==> src/rtl/instr_fetch_unit.sv <==
// Instruction fetch stage: owns the PC, reads instruction memory and presents one
// fetched instruction at a time in the IF/ID register, halting on an illegal PC.
module instr_fetch_unit #(
   parameter int                    DATA_WIDTH = 32,
   parameter logic [DATA_WIDTH-1:0] RESET_PC   = 32'h0040_0000,
   parameter int                    ROM_WORDS  = 1024
) (
   input  logic                  clk,
   input  logic                  rst_n,
   output logic [DATA_WIDTH-1:0] imem_addr,
   input  logic [DATA_WIDTH-1:0] imem_rd,
   input  logic                  stall,
   input  logic                  redirect_valid,
   input  logic [DATA_WIDTH-1:0] redirect_pc,
   input  logic                  id_ready,
   output logic                  if_valid,
   output logic [DATA_WIDTH-1:0] if_instr,
   output logic [DATA_WIDTH-1:0] if_pc,
   output logic [DATA_WIDTH-1:0] if_pc_plus4,
   output logic                  fetch_fault,
   output logic [31:0]           fetch_count,
   output logic [1:0]            o_dbg_state
);

   typedef enum logic [1:0] {
      S_IDLE  = 2'd0,
      S_FETCH = 2'd1,
      S_HALT  = 2'd2
   } state_t;

   // Wide enough that RESET_PC + 4*ROM_WORDS never truncates.
   localparam int            XW      = DATA_WIDTH + 34;
   localparam logic [XW-1:0] BASE_X  = XW'(RESET_PC);
   localparam logic [XW-1:0] LIMIT_X = BASE_X + (XW'(ROM_WORDS) << 2);

   state_t                r_state;
   logic [DATA_WIDTH-1:0] r_pc;
   logic [DATA_WIDTH-1:0] r_instr;
   logic [DATA_WIDTH-1:0] r_if_pc;
   logic [DATA_WIDTH-1:0] r_if_pc4;
   logic                  r_valid;
   logic                  r_fault;
   logic [31:0]           r_count;

   logic w_legal;
   logic w_advance;
   logic w_handover;

   // Handshake: an IF/ID entry is handed to decode on every edge where
   // if_valid && id_ready and no redirect flushes it; each entry goes over once.
   assign w_legal    = (r_pc[1:0] == 2'b00) && (XW'(r_pc) >= BASE_X) && (XW'(r_pc) < LIMIT_X);
   assign w_advance  = !stall && (!r_valid || id_ready);
   assign w_handover = r_valid && id_ready && !redirect_valid;

   always_ff @(posedge clk) begin
      if (!rst_n) begin
         r_state  <= S_IDLE;
         r_pc     <= RESET_PC;
         r_instr  <= '0;
         r_if_pc  <= '0;
         r_if_pc4 <= '0;
         r_valid  <= 1'b0;
         r_fault  <= 1'b0;
         r_count  <= '0;
      end else begin
         if (w_handover) begin
            r_count <= r_count + 32'd1;
         end
         case (r_state)
            S_IDLE: begin
               r_state <= S_FETCH;
            end
            S_FETCH: begin
               if (redirect_valid) begin
                  r_pc    <= redirect_pc;
                  r_valid <= 1'b0;
               end else if (!w_legal) begin
                  r_state <= S_HALT;
                  r_fault <= 1'b1;
                  r_valid <= 1'b0;
               end else if (w_advance) begin
                  r_instr  <= imem_rd;
                  r_if_pc  <= r_pc;
                  r_if_pc4 <= r_pc + DATA_WIDTH'(4);
                  r_pc     <= r_pc + DATA_WIDTH'(4);
                  r_valid  <= 1'b1;
               end else if (r_valid && id_ready) begin
                  // Only reachable under stall: the entry was consumed, so drop
                  // valid while keeping the frozen payload.
                  r_valid <= 1'b0;
               end
            end
            S_HALT: begin
               if (redirect_valid) begin
                  r_state <= S_FETCH;
                  r_fault <= 1'b0;
                  r_pc    <= redirect_pc;
                  r_valid <= 1'b0;
               end
            end
            default: begin
               r_state <= S_IDLE;
               r_fault <= 1'b0;
               r_valid <= 1'b0;
            end
         endcase
      end
   end

   assign imem_addr   = r_pc;
   assign if_valid    = r_valid;
   assign if_instr    = r_instr;
   assign if_pc       = r_if_pc;
   assign if_pc_plus4 = r_if_pc4;
   assign fetch_fault = r_fault;
   assign fetch_count = r_count;
   assign o_dbg_state = r_state;

endmodule

==> config.mk <==
export PLATFORM = sky130hd
export DESIGN_NAME = instr_fetch_unit
export DESIGN_NICKNAME = d
export VERILOG_FILES = /design/src/rtl/instr_fetch_unit.sv
export SDC_FILE = /design/constraint.sdc
export NUM_CORES = 1
export LEC_CHECK = 0
export CORE_MARGIN = 3
export CORE_UTILIZATION = 41
export CTS_CLUSTER_SIZE = 30
export DETAILED_ROUTE_END_ITERATION = 12
export GPL_TIMING_DRIVEN = 0
export PLACE_DENSITY = 0.87
export SKIP_LAST_GASP = 1
export SYNTH_ARGS = -nofsm -noshare
export SYNTH_HDL_FRONTEND = slang
export SYNTH_SLANG_ARGS = --single-unit
==> constraint.sdc <==
create_clock -name clk -period 1.8 [get_ports clk]
set_input_delay 0.36 -clock clk [delete_from_list [all_inputs] [get_ports clk]]
set_output_delay 0.36 -clock clk [all_outputs]
set_load 0.1 [all_outputs]
Word level (Yosys, flattened, before mapping)

Cells that the tools add are included.

Bits in registers: 164
Input bits: 69
Output and inout bits: 164
Logic and storage cells: 57

$add $sub $neg: 2
$lt $le $gt $ge: 2
Equal/unequal tests: 8
Muxes and demuxes: 18
Bitwise gates (word level): 2
Reduce and logical (&&, ||, !) cells: 17

Operator list:

| operator              | number |
|---|---|
| $mux 32               | 4 |
| $pmux 32 s2           | 1 |
| $add 32x1->32 const B | 1 |
| $add 32x3->32 const B | 1 |
| $ge 32x23->1 const B  | 1 |
| $lt 32x23->1 const B  | 1 |
| $reduce_and 4->1      | 3 |
| $mux 1                | 7 |
| $mux 2                | 3 |
| $ne 2x2->1 const B    | 3 |
| $ne 3x3->1 const B    | 2 |
| $pmux 1 s3            | 2 |
| $pmux 2 s3            | 1 |
| $reduce_and 3->1      | 2 |
| $logic_and 1x1->1     | 5 |
| $ne 5x5->1 const B    | 1 |
| $logic_not 2->1       | 2 |
| $logic_not 1->1       | 3 |
| $eq 2x1->1 const B    | 1 |
| $eq 2x2->1 const B    | 1 |
| $not 1->1             | 2 |
| $reduce_bool 2->1     | 1 |
| $logic_or 1x1->1      | 1 |

Longest topological paths before layout

Gate-level depths: netlist of the first run.

Word-level depth: 7
Depth in mapped cells: 9
Gate-level depth less buffers: 7

Worst setup path after synthesis of the first run

OpenSTA, ideal clock, no wires.

Path type: flip-flop to flip-flop
Start: reg r_state[1] (netlist: o_dbg_state[1])
End: reg r_pc[10] (netlist: imem_addr[10])
Library setup time: 71 ps
Data arrival time: 2667 ps
Required time: 1729 ps
Path slack: -938 ps
Cell stages (with the launch flop): 8
Path buffers: 1
Period minus slack after synthesis: 2738 ps
Path through: dfxtp_1 -> inv_1 -> ha_1 -> o21ai_0 -> o41a_1 -> clkbuf_1 -> o21ai_0 -> a21oi_1

Word-level cells in the longest chain between the ends: 3
Elaborated cells between the ends (all ways): 8
Classes of those cells: eq/ne: 5; mux: 1; reduce/logical: 2

Ends and longest elaborated chain:

| element                                            | RTL line | RTL |
|---|---|---|
| from (decl)                                        | 36       | `state_t r_state;` |
| from (signal assigned)                             | 57       | `r_state <= S_IDLE;` |
| from (signal assigned)                             | 71       | `r_state <= S_FETCH;` |
| from (signal assigned)                             | 78       | `r_state <= S_HALT;` |
| $eq 2x1->1 or $eq 2x2->1 (tied branches)           | 69       | `case (r_state)` |
| $ne 3x3->1 (no line), or another cell as far along | --       |  |
| $reduce_and 4->1 (no line)                         | --       |  |
| to (signal assigned)                               | 75       | `r_pc <= redirect_pc;` |
| to (signal assigned)                               | 85       | `r_pc <= r_pc + DATA_WIDTH'(4);` |
| to (signal assigned)                               | 97       | `r_pc <= redirect_pc;` |
| to (decl)                                          | 37       | `logic [DATA_WIDTH-1:0] r_pc;` |

Several ways; a longest one is shown, not always the timed one.
A chain may end at the register's enable or synchronous reset.

Worst setup path after layout of the first run

Start: reg r_pc[15] (netlist: imem_addr[15])
End: reg r_pc[23] (netlist: imem_addr[23])

Word-level cells in the longest chain between the ends: 5
Elaborated cells between the ends (all ways): 11
Classes of those cells: add/sub: 1; order compare: 2; eq/ne: 1; mux: 4; reduce/logical: 3

Ends and longest elaborated chain:

| element                                         | RTL line |
|---|---|
| $add 32x3->32 or $ge 32x23->1 (tied branches)   | 85, 51 |
| $mux 32 or $logic_and 1x1->1 (tied branches)    | 81, 51 |
| $mux 32 or $logic_and 1x1->1 (tied branches)    | 77, 51 |
| $mux 32 or $ne 3x3->1 (tied branches)           | -- |
| $pmux 32 s2 or $reduce_and 4->1 (tied branches) | -- |

Several ways; a longest one is shown, not always the timed one. The select of a mux whose other input is x is not followed.

==> results of run 1 <==
[power breakdown]
group	switching (mW)	leakage, nW	internal, mW
registers	0.313	1.35	3.80
clock network	1.60	0.269	1.84
logic	3.26	2.58	1.80
[timing repair]
item / CTS / global route
pin swaps: 8 / 56
endpoints found under the setup margin: 313 / 165
buffers inserted: 12 / 21
gates cloned: 2 / 8
resized for setup: 507 / 216
[cell type report]
class,count,area [µm²]
fill,996,3860
multi-input combinational,526,3820
sequential,162,3440
timing repair buffer,274,2950
clock buffer,18,439
buffer,49,422
tap,211,264
clock inverter,14,119
inverter,13,51.3
antenna,1,2.50
[cell families after synthesis]
kind of cell	count (synthesis)	share of synthesized area, %
fa+ha+maj	7	1.35
xor+xnor	35	4.72
buf+inv	66	4.58
simple gates	353	27.4
compound gates	127	11.6
mux	3	0.462
flops	162	49.9
[flip-flops by register name (all words and copies together) (netlist names)]
name,cells
if_valid,1
if_instr,32
fetch_count,32
if_pc_plus4,30
o_dbg_state,2
fetch_fault,1
imem_addr,32
if_pc,32
[layer usage]
layer  routed length (µm)  track usage [%]
met1                 9730             29.1
met2                12500             41.6
met3                 1630             6.03
met4                  649             8.34
met5                    0                0
[through the flow]
| stage | hold WS [ps] | area [µm²] | setup WS (ps) | instances | util, % |
|---|---|---|---|---|---|
| floorplan | 493 | 7120 | -298 | 753 | - |
| global placement | 436 | 9700 | -788 | 1196 | 63.1 |
| detailed placement | 443 | 9700 | -787 | 1196 | 63.1 |
| CTS | 452 | 10600 | -247 | 1241 | 69.3 |
| global route | 443 | 11500 | -408 | 1268 | 74.9 |
| finish | 444 | 11500 | -351 | 1268 | 74.9 |
[cell usage after synthesis (all sizes together), types with 2 or more instances]
cell type	count
mux2i	3
nand2b	4
xor2	7
xnor2	28
nor3	15
inv	13
nand3	38
nand2	154
ha	7
or2	2
dfxtp	162
and2	4
a21oi	90
and3	41
nor4	17
nor2	44
nor2b	2
nand4	14
o31ai	4
o21a	3
buf	21
nor4b	3
and4	5
or3	4
or4	4
o21ai	17
clkbuf	32
[worst max path at each step]
stage	to	start	cells after the start	slack, ps
6_report	imem_addr[23]	imem_addr[15]	9	-350
4_1_cts	fetch_count[27]	redirect_valid	9	-250
5_1_grt	imem_addr[23]	imem_addr[30]	9	-410
2_1_floorplan	if_instr[10]	imem_addr[22]	8	-300
3_3_place_gp	if_instr[28]	id_ready	7	-790
3_5_place_dp	if_pc[8]	id_ready	7	-790
[worst register-to-register path, cell delays in order (launching register included)]
cell	delay (ps)
sky130_fd_sc_hd__dfxtp_4	360
sky130_fd_sc_hd__nor4_4	410
sky130_fd_sc_hd__nand4_4	210
sky130_fd_sc_hd__buf_6	180
sky130_fd_sc_hd__o41ai_4	280
sky130_fd_sc_hd__buf_6	190
sky130_fd_sc_hd__buf_12	110
sky130_fd_sc_hd__buf_16	110
sky130_fd_sc_hd__nand3_2	60
sky130_fd_sc_hd__a21oi_2	160
==> results.tsv, run 1 <==
metric	value	unit
chipHeight	132	µm
synth.cell_area	6500	µm²
timing.slew.headroom	44.3	%
element_type_at_the_critical_path_start	flip-flop	
layout_area_overhead	77.1	%
syn_avg_cell_area	8.63	µm²
worst_stage_delay_on_the_critical_path	410	ps
crit_chain	nor4_4, nand4_4, buf_6, o41ai_4, buf_6, buf_12, buf_16, nand3_2, a21oi_2	
crit_type	reg -> reg	
synth_cell_type_count	53	
timing.final.crit_share	120	%
synthesized_nets	829	
slowest_stage	sky130_fd_sc_hd__nor4_4	
timing.hold.worst_endpoint	imem_addr[0]	
grt_overflow_total	0	
routed_vias	6852	
horizontal_extent_of_the_die	132	µm
accumulated_negative_setup_slack	-28980	ps
maxCapViolCount	0	
status	complete, but fails checks	
ctsLongestPathBuffers	2	
critical_path.n_buffers_inverters	4	
final_worst_clock_skew	8.89	ps
grt_start_max_net_pins	17	
first_pass_detailed_route_iteration_total	5	
gp_congestion	0.829	
clk_transition_reported_paths	70	ps
fp.dieArea	17400	µm²
drt_iter0_markers	523	
grt.total_usage	24.0	%
fmax	0.465	GHz
timing.final.setup_violations	130	
cp_common_cell	sky130_fd_sc_hd__buf_6	
antenna_left	0	
floorplan.rows	45	
layout_commonest_cell	sky130_fd_sc_hd__clkdlybuf4s15_2	
worst_hold_path_type	in -> reg	
wire_length_of_the_first_global_routing_pass	34100	µm
regToRegEndpoint	imem_addr[23]	
antenna_found_initial	1	
io_buffers	232	
clock-root-buffer	sky130_fd_sc_hd__clkbuf_16	
cts_max_level	4	
detail_routed_via_count_per_cell	5.40	
critical_path_peak_fanout	5	
hpwl_after_detailed_placement	15100	µm
hold_viol_final	0	
setup.worst_path.end_class	flip-flop	
initial_core_util	42.3	%
layout_common_cells	sky130_fd_sc_hd__clkdlybuf4s15_2 (150), sky130_fd_sc_hd__nand2_1 (110), sky130_fd_sc_hd__dfxtp_1 (99), sky130_fd_sc_hd__clkdlybuf4s50_1 (67)	
synth.largest_area_cell	sky130_fd_sc_hd__dfxtp_1	
hold_buffers	0	
synth_cells	753	
worstMarginPinSlew	836	ps
post_route_cells_drive_above_1_share	48.1	%
clkLatencyLatePin	430	ps
cp.arrival	2490	ps
synth_flop_cell	sky130_fd_sc_hd__dfxtp_1	
inserted_clock_buffers	17	
hold_path_depth	4	
ys_async_sr_fraction	0	%
crit_family	simple AND/OR/NAND/NOR gates	
failed_checks	negative setup slack	
fin_worst_setup_slack	-351	ps
synth_warnings	0	
finish.net_count	1119	
power_density	1100	nW/µm²
critical_path.reg2reg.startpoint	imem_addr[15]	
cts_num_sinks	162	
cp.required	2140	ps
synth_top_area_share	49.9	%
sequential_fraction_of_the_synthesis_area	49.9	%
r2r_slack	-350	ps
number_of_flops_mapped_to_enable_cells_by_yosys	0	
min_from	redirect_valid	
period_needed	2150	ps
fp.coreArea	15400	µm²
grt_setup_unrepaired	yes	
grt_pass1_vias	6456	
r2r_cells	9	
cts_tree	yes	
routed_wirelength	24500	µm
drc_errors	0	
max_slew_violation_total_from_the_final_report	0	
yosys-top-cells-area	sky130_fd_sc_hd__dfxtp_1 (50%), sky130_fd_sc_hd__nand2_1 (8.3%), sky130_fd_sc_hd__a21oi_1 (6.2%)	
pin_count	233	
routedWlPerCell	19.3	µm
ir_drop	1.14	mV
total_power	12.6	mW
cellLeakagePower	4.20	nW
number_of_register_bits_inferred_by_synthesis	162	
(Power assumes the default switching activity.)
==> run 2: changes to the inputs <==
- ABC_AREA: not set -> 1
- ABC_CLOCK_PERIOD_IN_PS: not set -> 2300
- CORE_UTILIZATION: 41 -> 46
- PLACE_DENSITY: 0.87 -> 0.9
- clock period: 1.8 -> 2.3 ns (I/O delays scaled with it)
==> results.tsv, run 2 <==
metric	value	unit	change
worst_hold_path_type	reg -> reg		
routed_vias	7449		+8.7%
crit_chain	dlygate4sd2_1		
accumulated_negative_setup_slack	0	ps	+28980 ps
initial_core_util	47.1	%	+4.8 points
cts_max_level	4		unchanged
ctsLongestPathBuffers	2		unchanged
route.met2.wl	10700	µm	-14%
drt_iter0_markers	590		+13%
critical_path_peak_fanout	6		+1
timing.final.crit_share	98.1	%	
synth.cell_area	7190	µm²	+11%
post_route_cells_drive_above_1_share	7.55	%	-41 points
insertedDiodeCount	0		-1
final_worst_clock_skew	8.94	ps	+0.0516 ps
fp.coreArea	15300	µm²	-0.73%
synth_flop_cell	sky130_fd_sc_hd__dfxtp_1		
antenna_found_initial	0		-1
routedWlPerCell	14.5	µm	-25%
power_density	1030	nW/µm²	-6.3%
clkLatencyLatePin	420	ps	about the same
nFillCells	1326		+33%
synth.most_common_cell	sky130_fd_sc_hd__nand2_1		
syn_avg_cell_area	6.95	µm²	-20%
setup_fix_buffers_added_after_clock_tree_synthesis	0		-12
floorplan.rows	45		unchanged
fmax	0.443	GHz	
synth_top_area_share	45.1	%	-4.8 points
first_pass_detailed_route_iteration_total	5		unchanged
cp.arrival	1800	ps	-690 ps
yosys-top-cells-area	sky130_fd_sc_hd__dfxtp_1 (45%), sky130_fd_sc_hd__nand2_1 (12%), sky130_fd_sc_hd__nor2_1 (11%)		
maxCapViolCount	0		unchanged
hold_viol_final	0		unchanged
element_type_at_the_critical_path_start	flip-flop		
synth_cells	1035		+37%
layout_commonest_cell	sky130_fd_sc_hd__nand2_1		
synthesized_nets	1111		+34%
layout_common_cells	sky130_fd_sc_hd__nand2_1 (232), sky130_fd_sc_hd__nor2_1 (220), sky130_fd_sc_hd__dlygate4sd2_1 (163), sky130_fd_sc_hd__dfxtp_1 (156), sky130_fd_sc_hd__inv_1 (105)		
netlist_top_cells_count	sky130_fd_sc_hd__nand2_1 (232), sky130_fd_sc_hd__nor2_1 (220), sky130_fd_sc_hd__dfxtp_1 (162), sky130_fd_sc_hd__inv_1 (105), sky130_fd_sc_hd__nand3_1 (63)		
wire_length_of_the_first_global_routing_pass	33700	µm	-1.4%
grt.total_usage	24.8	%	+0.71 points
gp_congestion	0.939		+13%
route.met3.wl	1820	µm	+12%
total_power	10.4	mW	-17%
worst_stage_delay_on_the_critical_path	910	ps	+500 ps
multiInputGateArea	3200	µm²	-16%
slowest_stage	sky130_fd_sc_hd__dlygate4sd2_1		
number_of_flops_mapped_to_enable_cells_by_yosys	0		unchanged
timing.final.setup_violations	0		-100%
antenna_left	0		unchanged
detail_routed_via_count_per_cell	4.94		-8.6%
synth_warnings	0		unchanged
synth_cell_type_count	35		-34%
cellLeakagePower	5.02	nW	+20%
finish.net_count	1361		+22%
chipHeight	131	µm	-0.69%
worstMarginPinSlew	1040	ps	+200 ps
cts_num_sinks	162		unchanged
max_slew_violation_total_from_the_final_report	0		unchanged
fp.dieArea	17200	µm²	-1.4%
clk_transition_reported_paths	70	ps	about the same
fin_worst_setup_slack	42.9	ps	+394 ps
pin_count	233		unchanged
grt_setup_unrepaired	no		
number_of_register_bits_inferred_by_synthesis	162		unchanged
inserted_clock_buffers	17		unchanged
setup.worst_path.end_class	output port		
grt_pass1_vias	7054		+9.3%
grt_overflow_total	0		unchanged
sequential_fraction_of_the_synthesis_area	45.1	%	-4.8 points
critical_path.n_buffers_inverters	1		-3
hold_buffers	0		unchanged
layout_area_overhead	41.2	%	
clock-root-buffer	sky130_fd_sc_hd__clkbuf_16		
drc_errors	0		unchanged
detail_route.wirelength.met1	8540	µm	-12%
crit_type	reg -> out		
routed_wirelength	21800	µm	-11%
post-place-ws	16.3	ps	+803 ps
horizontal_extent_of_the_die	131	µm	-0.69%
crit_family	buffers and inverters		
status	finished clean		
timing.slew.headroom	31.2	%	-13 points
ir_drop	0.567	mV	-50%
register_area	3250	µm²	-5.6%
hpwl_after_detailed_placement	16500	µm	+9.2%
io_buffers	231		-0.43%
cp.required	1840	ps	-300 ps
period_needed	2260	ps	
cts_tree	yes		
highest_layer	met4		
holdWs	448	ps	+4.44 ps
grt_start_max_net_pins	18		+1
synth.largest_area_cell	sky130_fd_sc_hd__dfxtp_1		
ys_async_sr_fraction	0	%	unchanged
## run 2: cell type report
cell class / instances / share of cell area [%]
sequential: 162 / 32.0
clock inverter: 15 / 1.60
clock buffer: 17 / 4.19
tap: 211 / 2.60
multi-input combinational: 710 / 31.5
timing repair buffer: 231 / 20.7
inverter: 111 / 4.10
buffer: 52 / 3.25
## run 2: per-layer routing
metal  vias up  global-route usage (%)
li1       3737                       -
met1      3359                    29.1
met2       296                    42.2
met3        57                    6.42
met4         0                    11.3
met5         -                       0
## run 2: cell families (layout without fill, tap and decap cells)
logic type / count (synthesis) / after routing / synth area share, %
AND/OR/NAND/NOR: 559 / 559 / 32.0
buffers and inverters: 163 / 426 / 10.4
flip-flops: 162 / 162 / 45.1
AO/OA/AOI/OAI: 133 / 133 / 9.97
XOR/XNOR: 10 / 10 / 1.22
adder cells (fa/ha/maj): 7 / 7 / 1.22
multiplexers: 1 / 1 / 0.139
## run 2: final timing paths
check             slack [ps]            to      startpoint  cells past startpoint
hold reg to reg          450     if_pc[20]       if_pc[20]                      2
setup reg to reg         310  imem_addr[7]  o_dbg_state[0]                      9
hold / removal           450     if_pc[20]       if_pc[20]                      2
setup / recovery          40  imem_addr[5]    imem_addr[5]                      1
## run 2: report_power, final
part	switching, mW	total [mW]	internal [mW]
Sequential	0.257	3.35	3.09
Combinational	3.29	4.25	0.959
Clock	1.28	2.82	1.55
Total	4.83	10.4	5.60
## run 2: stage by stage
step / area [µm²] / cells / utilization, %
after detailed placement: 9770 / 1477 / 64.1
final: 10200 / 1509 / 66.5
after CTS: 10200 / 1509 / 66.6
after floorplan: 7200 / 1035 / -
after global placement: 9770 / 1477 / 64.1
after global routing: 10200 / 1509 / 66.5
## run 2: tightest hold or removal path, stage by stage (launching register included)
cell                      delay, ps
sky130_fd_sc_hd__dfxtp_1        310
sky130_fd_sc_hd__nand3_1         70
sky130_fd_sc_hd__inv_1           30
## run 2: timing repair
action	in CTS	in global routing
endpoints found under the hold margin	0	0
gates cloned	0	0
endpoints found under the setup margin	164	1
gates resized for setup	164	2
